<file path="src/rtl/arm7tdmi_flag_gen.sv">
// NZCV flag commit unit with condition evaluation; updates land one cycle after acceptance.
// Latency 1; a beat is refused (upd_ready low) only during an MSR write or a flush cycle.
module arm7tdmi_flag_gen (
  input  logic        clk,
  input  logic        rst,
  input  logic        upd_valid,
  output logic        upd_ready,
  input  logic [1:0]  upd_kind,
  input  logic        mul_long,
  input  logic [31:0] result,
  input  logic [31:0] op_a,
  input  logic [31:0] op_b,
  input  logic        alu_carry,
  input  logic        shifter_carry,
  input  logic        msr_valid,
  input  logic [3:0]  msr_flags,
  input  logic        flush,
  input  logic [3:0]  cond,
  output logic        cond_pass,
  output logic        flag_n,
  output logic        flag_z,
  output logic        flag_c,
  output logic        flag_v,
  output logic        flags_busy
);

  typedef enum logic [0:0] {IDLE, LONG_HI} state_t;

  state_t state, state_nxt;
  logic   lo_zero, lo_zero_nxt;
  logic   n_nxt, z_nxt, c_nxt, v_nxt;
  logic   accept, res_zero, res_neg;

  assign upd_ready  = !msr_valid && !flush;
  assign accept     = upd_valid && upd_ready;
  assign flags_busy = (state == LONG_HI);
  assign res_zero   = (result == 32'd0);
  assign res_neg    = result[31];

  always_comb begin
    state_nxt   = state;
    lo_zero_nxt = lo_zero;
    n_nxt       = flag_n;
    z_nxt       = flag_z;
    c_nxt       = flag_c;
    v_nxt       = flag_v;
    if (state == LONG_HI) begin
      // The beat after a long-multiply low word is always its high word.
      if (flush) begin
        state_nxt   = IDLE;
        lo_zero_nxt = 1'b0;
      end else if (accept) begin
        n_nxt       = res_neg;
        z_nxt       = lo_zero && res_zero;
        state_nxt   = IDLE;
        lo_zero_nxt = 1'b0;
      end
    end else if (accept) begin
      case (upd_kind)
        2'd0: begin
          n_nxt = res_neg;
          z_nxt = res_zero;
          c_nxt = shifter_carry;
        end
        2'd1: begin
          n_nxt = res_neg;
          z_nxt = res_zero;
          c_nxt = alu_carry;
          v_nxt = (op_a[31] == op_b[31]) && (result[31] != op_a[31]);
        end
        2'd2: begin
          n_nxt = res_neg;
          z_nxt = res_zero;
          c_nxt = alu_carry;
          v_nxt = (op_a[31] != op_b[31]) && (result[31] != op_a[31]);
        end
        default: begin
          if (mul_long) begin
            state_nxt   = LONG_HI;
            lo_zero_nxt = res_zero;
          end else begin
            n_nxt = res_neg;
            z_nxt = res_zero;
          end
        end
      endcase
    end
    if (msr_valid) begin
      {n_nxt, z_nxt, c_nxt, v_nxt} = msr_flags;
    end
  end

  always_ff @(posedge clk) begin
    if (rst) begin
      state   <= IDLE;
      lo_zero <= 1'b0;
      flag_n  <= 1'b0;
      flag_z  <= 1'b0;
      flag_c  <= 1'b0;
      flag_v  <= 1'b0;
    end else begin
      state   <= state_nxt;
      lo_zero <= lo_zero_nxt;
      flag_n  <= n_nxt;
      flag_z  <= z_nxt;
      flag_c  <= c_nxt;
      flag_v  <= v_nxt;
    end
  end

  always_comb begin
    cond_pass = 1'b0;
    case (cond)
      4'h0: cond_pass = flag_z;
      4'h1: cond_pass = !flag_z;
      4'h2: cond_pass = flag_c;
      4'h3: cond_pass = !flag_c;
      4'h4: cond_pass = flag_n;
      4'h5: cond_pass = !flag_n;
      4'h6: cond_pass = flag_v;
      4'h7: cond_pass = !flag_v;
      4'h8: cond_pass = flag_c && !flag_z;
      4'h9: cond_pass = !flag_c || flag_z;
      4'hA: cond_pass = (flag_n == flag_v);
      4'hB: cond_pass = (flag_n != flag_v);
      4'hC: cond_pass = !flag_z && (flag_n == flag_v);
      4'hD: cond_pass = flag_z || (flag_n != flag_v);
      4'hE: cond_pass = 1'b1;
      default: cond_pass = 1'b0;
    endcase
  end

endmodule
</file>
<file path="config.mk">
export PLATFORM = sky130hd
export DESIGN_NAME = arm7tdmi_flag_gen
export DESIGN_NICKNAME = d
export VERILOG_FILES = /design/src/rtl/arm7tdmi_flag_gen.sv
export SDC_FILE = /design/constraint.sdc
export NUM_CORES = 1
export LEC_CHECK = 0
export BUFFER_PORTS_ARGS = -buffer_cell sky130_fd_sc_hd__buf_2
export CORE_ASPECT_RATIO = 1.25
export CORE_MARGIN = 1.5
export CORE_UTILIZATION = 28
export DETAILED_ROUTE_END_ITERATION = 6
export MAX_ROUTING_LAYER = met4
export PLACE_DENSITY = 0.84
export REMOVE_ABC_BUFFERS = 1
export SYNTH_ARGS = -nofsm -noshare
export SYNTH_HDL_FRONTEND = slang
export SYNTH_SLANG_ARGS = --single-unit
export TNS_END_PERCENT = 50
</file>
<file path="constraint.sdc">
create_clock -name clk -period 2.2 [get_ports clk]
set_clock_uncertainty 0.05 [all_clocks]
set_input_delay 0.11 -clock clk [delete_from_list [all_inputs] [get_ports clk]]
set_output_delay 0.11 -clock clk [all_outputs]
set_load 0.01 [all_outputs]
</file>
==> summary.md, run 1 <==
| Metric | Value |
|---|---|
| Global routing usage summed across all routing layers | `14.9%` |
| Top cells by area in the synthesized netlist | `sky130_fd_sc_hd__dfxtp_1 18%, sky130_fd_sc_hd__ha_1 7.4%, sky130_fd_sc_hd__nor4_1 7.4%` |
| Clock slew seen by the registers of the worst setup and hold paths | `0.05 ns` |
| Flip-flop and latch count after synthesis | `6` |
| Setup_tns | `0 ns` |
| Proportion of netlist area held by the largest area contributor | `17.7%` |
| Post-Place Worst Slack | `0.585 ns` |
| Clock tree from TritonCTS | `built` |
| Arr. time, crit path | `1.72 ns` |
| Static power due to leakage | `0.499 nW` |
| Max Freq | `531 MHz` |
| Pin count of the biggest net entering global routing | `11` |
| Distinct cells, synth | `31` |
| Average cell area after synthesis | `7.71 um2` |
| Count of final max-slew check failures | `0` |
| Vias per cell | `5.02` |
| Clock tree root driver cell | `sky130_fd_sc_hd__clkbuf_4` |
| Cell type of the slowest stage on the worst timing path | `sky130_fd_sc_hd__dfxtp_1` |
| Most frequently used cell type in the post-synthesis netlist | `sky130_fd_sc_hd__nor4_1` |
| Series of cell instances along the critical path | `and4bb_1, o31ai_1, a31oi_1, a311o_1, buf_2` |
| Layout net count | `268` |
| Count of buffers inserted at the top-level ports | `58` |
| Quantity of hold-fixing buffers added after cts | `0` |
| Wire length per cell after detailed routing | `10.3 um` |
| CP peak stage delay | `0.46 ns` |
| Total of cells resized after clock tree synthesis | `0` |
| Clock network latency to the later pin of the worst-skew pair | `0.25 ns` |
| DR pass1 iterations | `4` |
| Critical path fanouts, max | `7` |
| Yosys warns | `0` |
| Total die area | `0.00273 mm2` |
| Via count of the first global-routing pass | `786` |
| Core area | `0.00223 mm2` |
| Antenna cell count | `0` |
| Maximum capacitance violations | `0` |
| Initial Util | `30.3%` |
| Transition at the pin with the smallest max-transition slack | `0.490 ns` |
| FILL cells | `254` |
| Relative slew margins | `67.3%` |
| P per Cell Area | `358 mW/mm2` |
| First-pass GRT wire length | `2870 um` |
| Setup fix buffers added after clock tree synthesis | `0` |
| Area grow syn2layout | `51.1%` |
| Antenna viol nets, final | `0` |
| Period utilisation layout | `85.7%` |
| RSZ-0062 raised after global routing | `no` |
| Layout Utilization | `45.9%` |
| Post-layout min period | `1.88 ns` |
| Number of hold violations in the final report | `0` |
| Cell types with the highest counts after synthesis | `8 x sky130_fd_sc_hd__nor4_1, 7 x sky130_fd_sc_hd__nor2_1, 6 x sky130_fd_sc_hd__dfxtp_1, 5 x sky130_fd_sc_hd__a21oi_1, 5 x sky130_fd_sc_hd__inv_1` |
| Area leader, netlist | `sky130_fd_sc_hd__dfxtp_1` |
| Post-synth design cell area | `678 um2` |
| Status | `finished, final reports clean` |
| Crit path setup slack, layout | `0.315 ns` |
| Number of sinks driven by the clock tree | `6` |
| Worst Hold Margin | `0.0616 ns` |
| Buffers from clock root to sink, at most | `2` |
| Die Y | `58.0 um` |
| Type of destination of the critical path | `primary output` |
| Sequential share of the synthesized area | `17.7%` |
| Post-synthesis async set-or-reset flop share | `0%` |
| Detailed-route via count | `898` |
| Maximum ir drop on the vdd rail | `0.197 mV` |
| Final wirelength | `1840 um` |
| Count of mapped cells out of synthesis | `88` |
| Iteration-0 DRC count of the detailed router | `6` |
| Number of top-level pins | `121` |
| Initial antenna violation count | `0` |
| Critical Path RT | `2.04 ns` |
| Number of enable flip-flop cells after synthesis | `0` |
| Number of rows created at floorplan | `19` |
| Remaining routing DRC violations | `0` |
| Chip Width | `47.0 um` |
| Finished layout cell area | `0.00102 mm2` |
| Most used flip-flop cell after synthesis | `sky130_fd_sc_hd__dfxtp_1` |
| Routability Congestion | `0.796` |
| Worst Hold Class | `primary input to register` |
| Fraction of final layout cells sized beyond drive strength 1 | `42.6%` |
| Cell area after placement | `0.00100 mm2` |
| Category of the critical setup timing path | `register to primary output` |
| Kind of launch point of the worst setup path | `register` |
| Number of buffers created by CTS | `3` |
| H-tree level count | `1` |
| Number of setup violations in the final report | `0` |
| Half-perimeter wire length after detailed placement | `1640 um` |
| Global route overflow | `0` |
-- metal layers --
layer / GRT usage [%] / share of wire (%) / up-vias
met5: - / 0 / -
met4: 7.14 / 1.8 / 0
met3: 2.80 / 13 / 4
met2: 26.6 / 45 / 59
met1: 14.7 / 40 / 379
li1: - / - / 456
-- cell usage in the layout, fill, tap and decap left out, types with 3 or more instances in the layout --
master / n
sky130_fd_sc_hd__mux2i_1: 3
sky130_fd_sc_hd__nand3b_1: 3
sky130_fd_sc_hd__xnor2_1: 4
sky130_fd_sc_hd__nor2_1: 7
sky130_fd_sc_hd__nor2b_1: 4
sky130_fd_sc_hd__clkbuf_4: 3
sky130_fd_sc_hd__nor4_1: 8
sky130_fd_sc_hd__nor3_1: 3
sky130_fd_sc_hd__ha_1: 4
sky130_fd_sc_hd__nand2_1: 4
sky130_fd_sc_hd__dfxtp_1: 6
sky130_fd_sc_hd__nor3b_1: 4
sky130_fd_sc_hd__o21ai_0: 4
sky130_fd_sc_hd__buf_2: 58
sky130_fd_sc_hd__a21oi_1: 5
sky130_fd_sc_hd__inv_1: 5
-- area by class of cell --
| type | instances | area [um2] | share of cell area, % |
|---|---|---|---|
| Tap cell | 31 | 38.8 | 3.79 |
| Inverter | 5 | 18.8 | 1.83 |
| Timing Repair Buffer | 58 | 290 | 28.3 |
| Multi-Input combinational cell | 76 | 534 | 52.1 |
| Clock buffer | 3 | 22.5 | 2.20 |
| Sequential cell | 6 | 120 | 11.7 |
-- per-stage QoR --
step | instances | total power (W)
2_1_floorplan | 87 | 0.000190
3_3_place_gp | 176 | 0.000262
3_5_place_dp | 176 | 0.000265
4_1_cts | 179 | 0.000372
5_1_grt | 179 | 0.000394
6_report | 179 | 0.000367
-- logic make-up (layout without fill, tap and decap cells) --
group / count (synthesis) / count (layout) / share of synthesized area [%]
adders and majority gates: 4 / 4 / 7.38
DFF: 6 / 6 / 17.7
buffers and inverters: 6 / 66 / 3.51
xor gates and xnor gates: 6 / 6 / 7.75
muxes: 3 / 3 / 4.43
and+or+nand+nor: 44 / 44 / 40.6
AOI/OAI and AO/OA: 19 / 19 / 18.6
-- registers in the layout, summed over array words and instances, names as in the netlist --
register,flops
flag_c,1
lo_zero,1
flag_z,1
flag_v,1
flag_n,1
flags_busy,1
-- path summary, 6_finish.rpt --
| path | to | start | slack (ns) | cells after the start |
|---|---|---|---|---|
| worst min register to register | lo_zero | lo_zero | 0.42 | 2 |
| worst min-delay path | flag_v | msr_flags[0] | 0.06 | 3 |
| worst max-delay path | cond_pass | flag_n | 0.32 | 5 |
| worst max register to register | flag_c | flags_busy | 0.86 | 4 |
-- critical path: cells and delay by family (launching register included) --
kind / cells / cell delay, ns
compound gates: 3 / 0.65
flops: 1 / 0.46
simple gates: 1 / 0.22
buf+inv: 1 / 0.14
-- report_power, final --
group          switching [W]  total (W)  internal (W)
Clock              0.0000437   0.000106     0.0000620
Sequential        0.00000895   0.000123      0.000114
Combinational      0.0000609   0.000137     0.0000766
No activity file was read; power rests on OpenSTA's default activity.
==> inputs of run 2 (changes only) <==
--- a/config.mk
+++ b/config.mk
@@ -5,13 +5,14 @@
 export SDC_FILE = /design/constraint.sdc
 export NUM_CORES = 1
 export LEC_CHECK = 0
+export ABC_AREA = 1
 export BUFFER_PORTS_ARGS = -buffer_cell sky130_fd_sc_hd__buf_2
 export CORE_ASPECT_RATIO = 1.25
 export CORE_MARGIN = 1.5
-export CORE_UTILIZATION = 28
+export CORE_UTILIZATION = 30
 export DETAILED_ROUTE_END_ITERATION = 6
 export MAX_ROUTING_LAYER = met4
-export PLACE_DENSITY = 0.84
+export PLACE_DENSITY = 0.85
 export REMOVE_ABC_BUFFERS = 1
 export SYNTH_ARGS = -nofsm -noshare
 export SYNTH_HDL_FRONTEND = slang
==> summary.md, run 2 <==
| Metric | Value |
|---|---|
| Status | `finished, final reports clean` |
| Fraction of final layout cells sized beyond drive strength 1 | `29.7% (-13 points)` |
| Kind of launch point of the worst setup path | `register` |
| Design Power | `0.000383 W (+4.4%)` |
| Top library cells by usage in the layout, fill and taps aside | `58 x sky130_fd_sc_hd__buf_2, 47 x sky130_fd_sc_hd__nand2_1, 38 x sky130_fd_sc_hd__nor2_1` |
| Worst Hold Margin | `0.106 ns (+0.0446 ns)` |
| Chip Width | `47.9 um (+1.9%)` |
| Static power due to leakage | `0.656 nW (+32%)` |
| Core area | `0.00240 mm2 (+7.5%)` |
| Area grow syn2layout | `46.6%` |
| Half-perimeter wire length after detailed placement | `1810 um (+11%)` |
| Average cell area after synthesis | `5.11 um2 (-34%)` |
| Wire length per cell after detailed routing | `8.64 um (-16%)` |
| Category of the critical setup timing path | `register to primary output` |
| Count of final max-slew check failures | `0 (unchanged)` |
| Remaining routing DRC violations | `0 (unchanged)` |
| Top cells by area in the synthesized netlist | `sky130_fd_sc_hd__nand2_1 23%, sky130_fd_sc_hd__nor2_1 19%, sky130_fd_sc_hd__dfxtp_1 16%` |
| Number of buffers created by CTS | `3 (unchanged)` |
| Area leader, netlist | `sky130_fd_sc_hd__nand2_1` |
| Clock slew seen by the registers of the worst setup and hold paths | `0.05 ns (about the same)` |
| Routability Congestion | `0.844 (+6.0%)` |
| Die Y | `59.2 um (+2.0%)` |
| Total die area | `0.00284 mm2 (+3.9%)` |
| Iteration-0 DRC count of the detailed router | `32 (+26)` |
| Setup_tns | `0 ns (unchanged)` |
| Clock tree root driver cell | `sky130_fd_sc_hd__clkbuf_4` |
| Quantity of hold-fixing buffers added after cts | `1 (+1)` |
| Post-synthesis async set-or-reset flop share | `0% (unchanged)` |
| Number of setup violations in the final report | `0 (unchanged)` |
| Yosys warns | `0 (unchanged)` |
| Commonest non-fill, non-tap cell in the layout | `sky130_fd_sc_hd__buf_2` |
| First-pass GRT wire length | `3040 um (+5.8%)` |
| Number of sinks driven by the clock tree | `6 (unchanged)` |
| DR pass1 iterations | `4 (unchanged)` |
| Number of hold violations in the final report | `0 (unchanged)` |
| Antenna viol nets, final | `0 (unchanged)` |
| Global route overflow | `0 (unchanged)` |
| Total of cells resized after clock tree synthesis | `0 (unchanged)` |
| Sequential share of the synthesized area | `15.9% (-1.8 points)` |
| Relative slew margins | `83.6% (+16 points)` |
| Cell types with the highest counts after synthesis | `47 x sky130_fd_sc_hd__nand2_1, 38 x sky130_fd_sc_hd__nor2_1, 19 x sky130_fd_sc_hd__inv_1, 10 x sky130_fd_sc_hd__a21oi_1, 7 x sky130_fd_sc_hd__nand3_1` |
| Count of buffers inserted at the top-level ports | `58 (unchanged)` |
| Number of enable flip-flop cells after synthesis | `0 (unchanged)` |
| Via count of the first global-routing pass | `869 (+11%)` |
| Period utilisation layout | `70.5% (-15 points)` |
| Post-layout min period | `1.55 ns (-0.334 ns)` |
| Clock network latency to the later pin of the worst-skew pair | `0.25 ns (about the same)` |
| Critical Path RT | `2.04 ns (about the same)` |
| Initial Util | `31.5% (+1.2 points)` |
| Critical path fanouts, max | `6 (-1)` |
| Maximum ir drop on the vdd rail | `0.188 mV (-4.8%)` |
| Setup fix buffers added after clock tree synthesis | `0 (unchanged)` |
| Most frequently used cell type in the post-synthesis netlist | `sky130_fd_sc_hd__nand2_1` |
| Clock tree from TritonCTS | `built` |
| Number of top-level pins | `121 (unchanged)` |
| Antenna cell count | `0 (unchanged)` |
| Buffers from clock root to sink, at most | `2 (unchanged)` |
| Count of mapped cells out of synthesis | `148 (+68%)` |
| Post-synth design cell area | `757 um2 (+12%)` |
| Flip-flop and latch count after synthesis | `6 (unchanged)` |
| Max Freq | `645 MHz (+22%)` |
| Number of rows created at floorplan | `20 (+1)` |
| Maximum capacitance violations | `0 (unchanged)` |
| Vias per cell | `4.52 (-9.9%)` |
| Arr. time, crit path | `1.39 ns (-0.33 ns)` |
| P per Cell Area | `345 mW/mm2 (-3.6%)` |
| Final wirelength | `2090 um (+14%)` |
| Most used flip-flop cell after synthesis | `sky130_fd_sc_hd__dfxtp_1` |
| Global routing usage summed across all routing layers | `15.3% (+0.41 points)` |
| Transition at the pin with the smallest max-transition slack | `0.246 ns (-0.244 ns)` |
| Proportion of netlist area held by the largest area contributor | `23.3% (+5.6 points)` |
| Distinct cells, synth | `16 (-48%)` |
| Layout net count | `329 (+23%)` |
| Type of destination of the critical path | `primary output` |
| RSZ-0062 raised after global routing | `no` |
| H-tree level count | `1 (unchanged)` |
| Pin count of the biggest net entering global routing | `11 (unchanged)` |
| Detailed-route via count | `1094 (+22%)` |
| Initial antenna violation count | `0 (unchanged)` |
| Worst Hold Class | `primary input to register` |
run 2: cell types whose count changed in the layout (fill, tap and decap cells not counted), moves of 3 or more:
cell                       change
sky130_fd_sc_hd__nand3_1       +7
sky130_fd_sc_hd__nand2_1      +43
sky130_fd_sc_hd__nor4_1        -8
sky130_fd_sc_hd__a21oi_1       +5
sky130_fd_sc_hd__nor3b_1       -4
sky130_fd_sc_hd__nor2b_1       -4
sky130_fd_sc_hd__nor2_1       +31
sky130_fd_sc_hd__mux2i_1       -3
sky130_fd_sc_hd__inv_1        +14
sky130_fd_sc_hd__nand3b_1      -3
run 2: worst paths after layout:
path / depth (start not counted) / start / slack, ns / to
hold / removal: 3 / msr_flags[3] / 0.11 / flag_n
setup / recovery: 8 / flag_v / 0.65 / cond_pass
hold reg to reg: 2 / lo_zero / 0.41 / lo_zero
setup reg to reg: 5 / flags_busy / 1.18 / flag_v
run 2: power by group:
part | switching (W) | total, W | internal [W] | leakage [nW]
logic | 0.0000780 | 0.000152 | 0.0000743 | 0.593
clock network | 0.0000450 | 0.000107 | 0.0000621 | 0.0138
registers | 0.00000837 | 0.000123 | 0.000115 | 0.0493
run 2: worst max-delay path: stages (launching register included):
cell	delay [ns]
sky130_fd_sc_hd__dfxtp_1	0.45
sky130_fd_sc_hd__xor2_1	0.22
sky130_fd_sc_hd__nand2_1	0.09
sky130_fd_sc_hd__nand2_1	0.06
sky130_fd_sc_hd__nand2_1	0.05
sky130_fd_sc_hd__nand2_1	0.05
sky130_fd_sc_hd__nand2_1	0.04
sky130_fd_sc_hd__nand2_1	0.05
sky130_fd_sc_hd__buf_2	0.12
run 2: metrics by stage:
step                      area (um2)  setup slack, ns  util (%)  cells
final                           1110            0.649      46.2    242
after global routing            1110            0.517      46.2    242
after CTS                       1110            0.654      46.2    242
after detailed placement        1080            0.831      44.8    238
after global placement          1080            0.863      44.8    238
after floorplan                  746             1.03         -    147
run 2: layer usage:
| layer | vias to the layer above | share of wire, % | GRT usage [%] |
|---|---|---|---|
| met1 | 444 | 44 | 17.3 |
| li1 | 582 | - | - |
| met5 | - | 0 | - |
| met3 | 3 | 10 | 3.66 |
| met4 | 0 | 1.1 | 4.63 |
| met2 | 65 | 45 | 25.9 |
run 2: kinds of logic after synthesis:
group / count (synthesis) / synth area share [%]
flip-flops: 6 / 15.9
XOR/XNOR: 3 / 3.47
AND/OR/NAND/NOR: 95 / 48.9
adder cells (fa/ha/maj): 4 / 6.61
AO/OA/AOI/OAI: 20 / 14.2
buffers and inverters: 20 / 10.9
run 2: final cells by class:
type                    instances  area (um2)
clock buffers                   3        22.5
fillers                       258        1290
inverters                      19        71.3
multi-input cells             122         554
flip-flops and latches          6         120
well taps                      33        41.3
repair buffers                 59         300
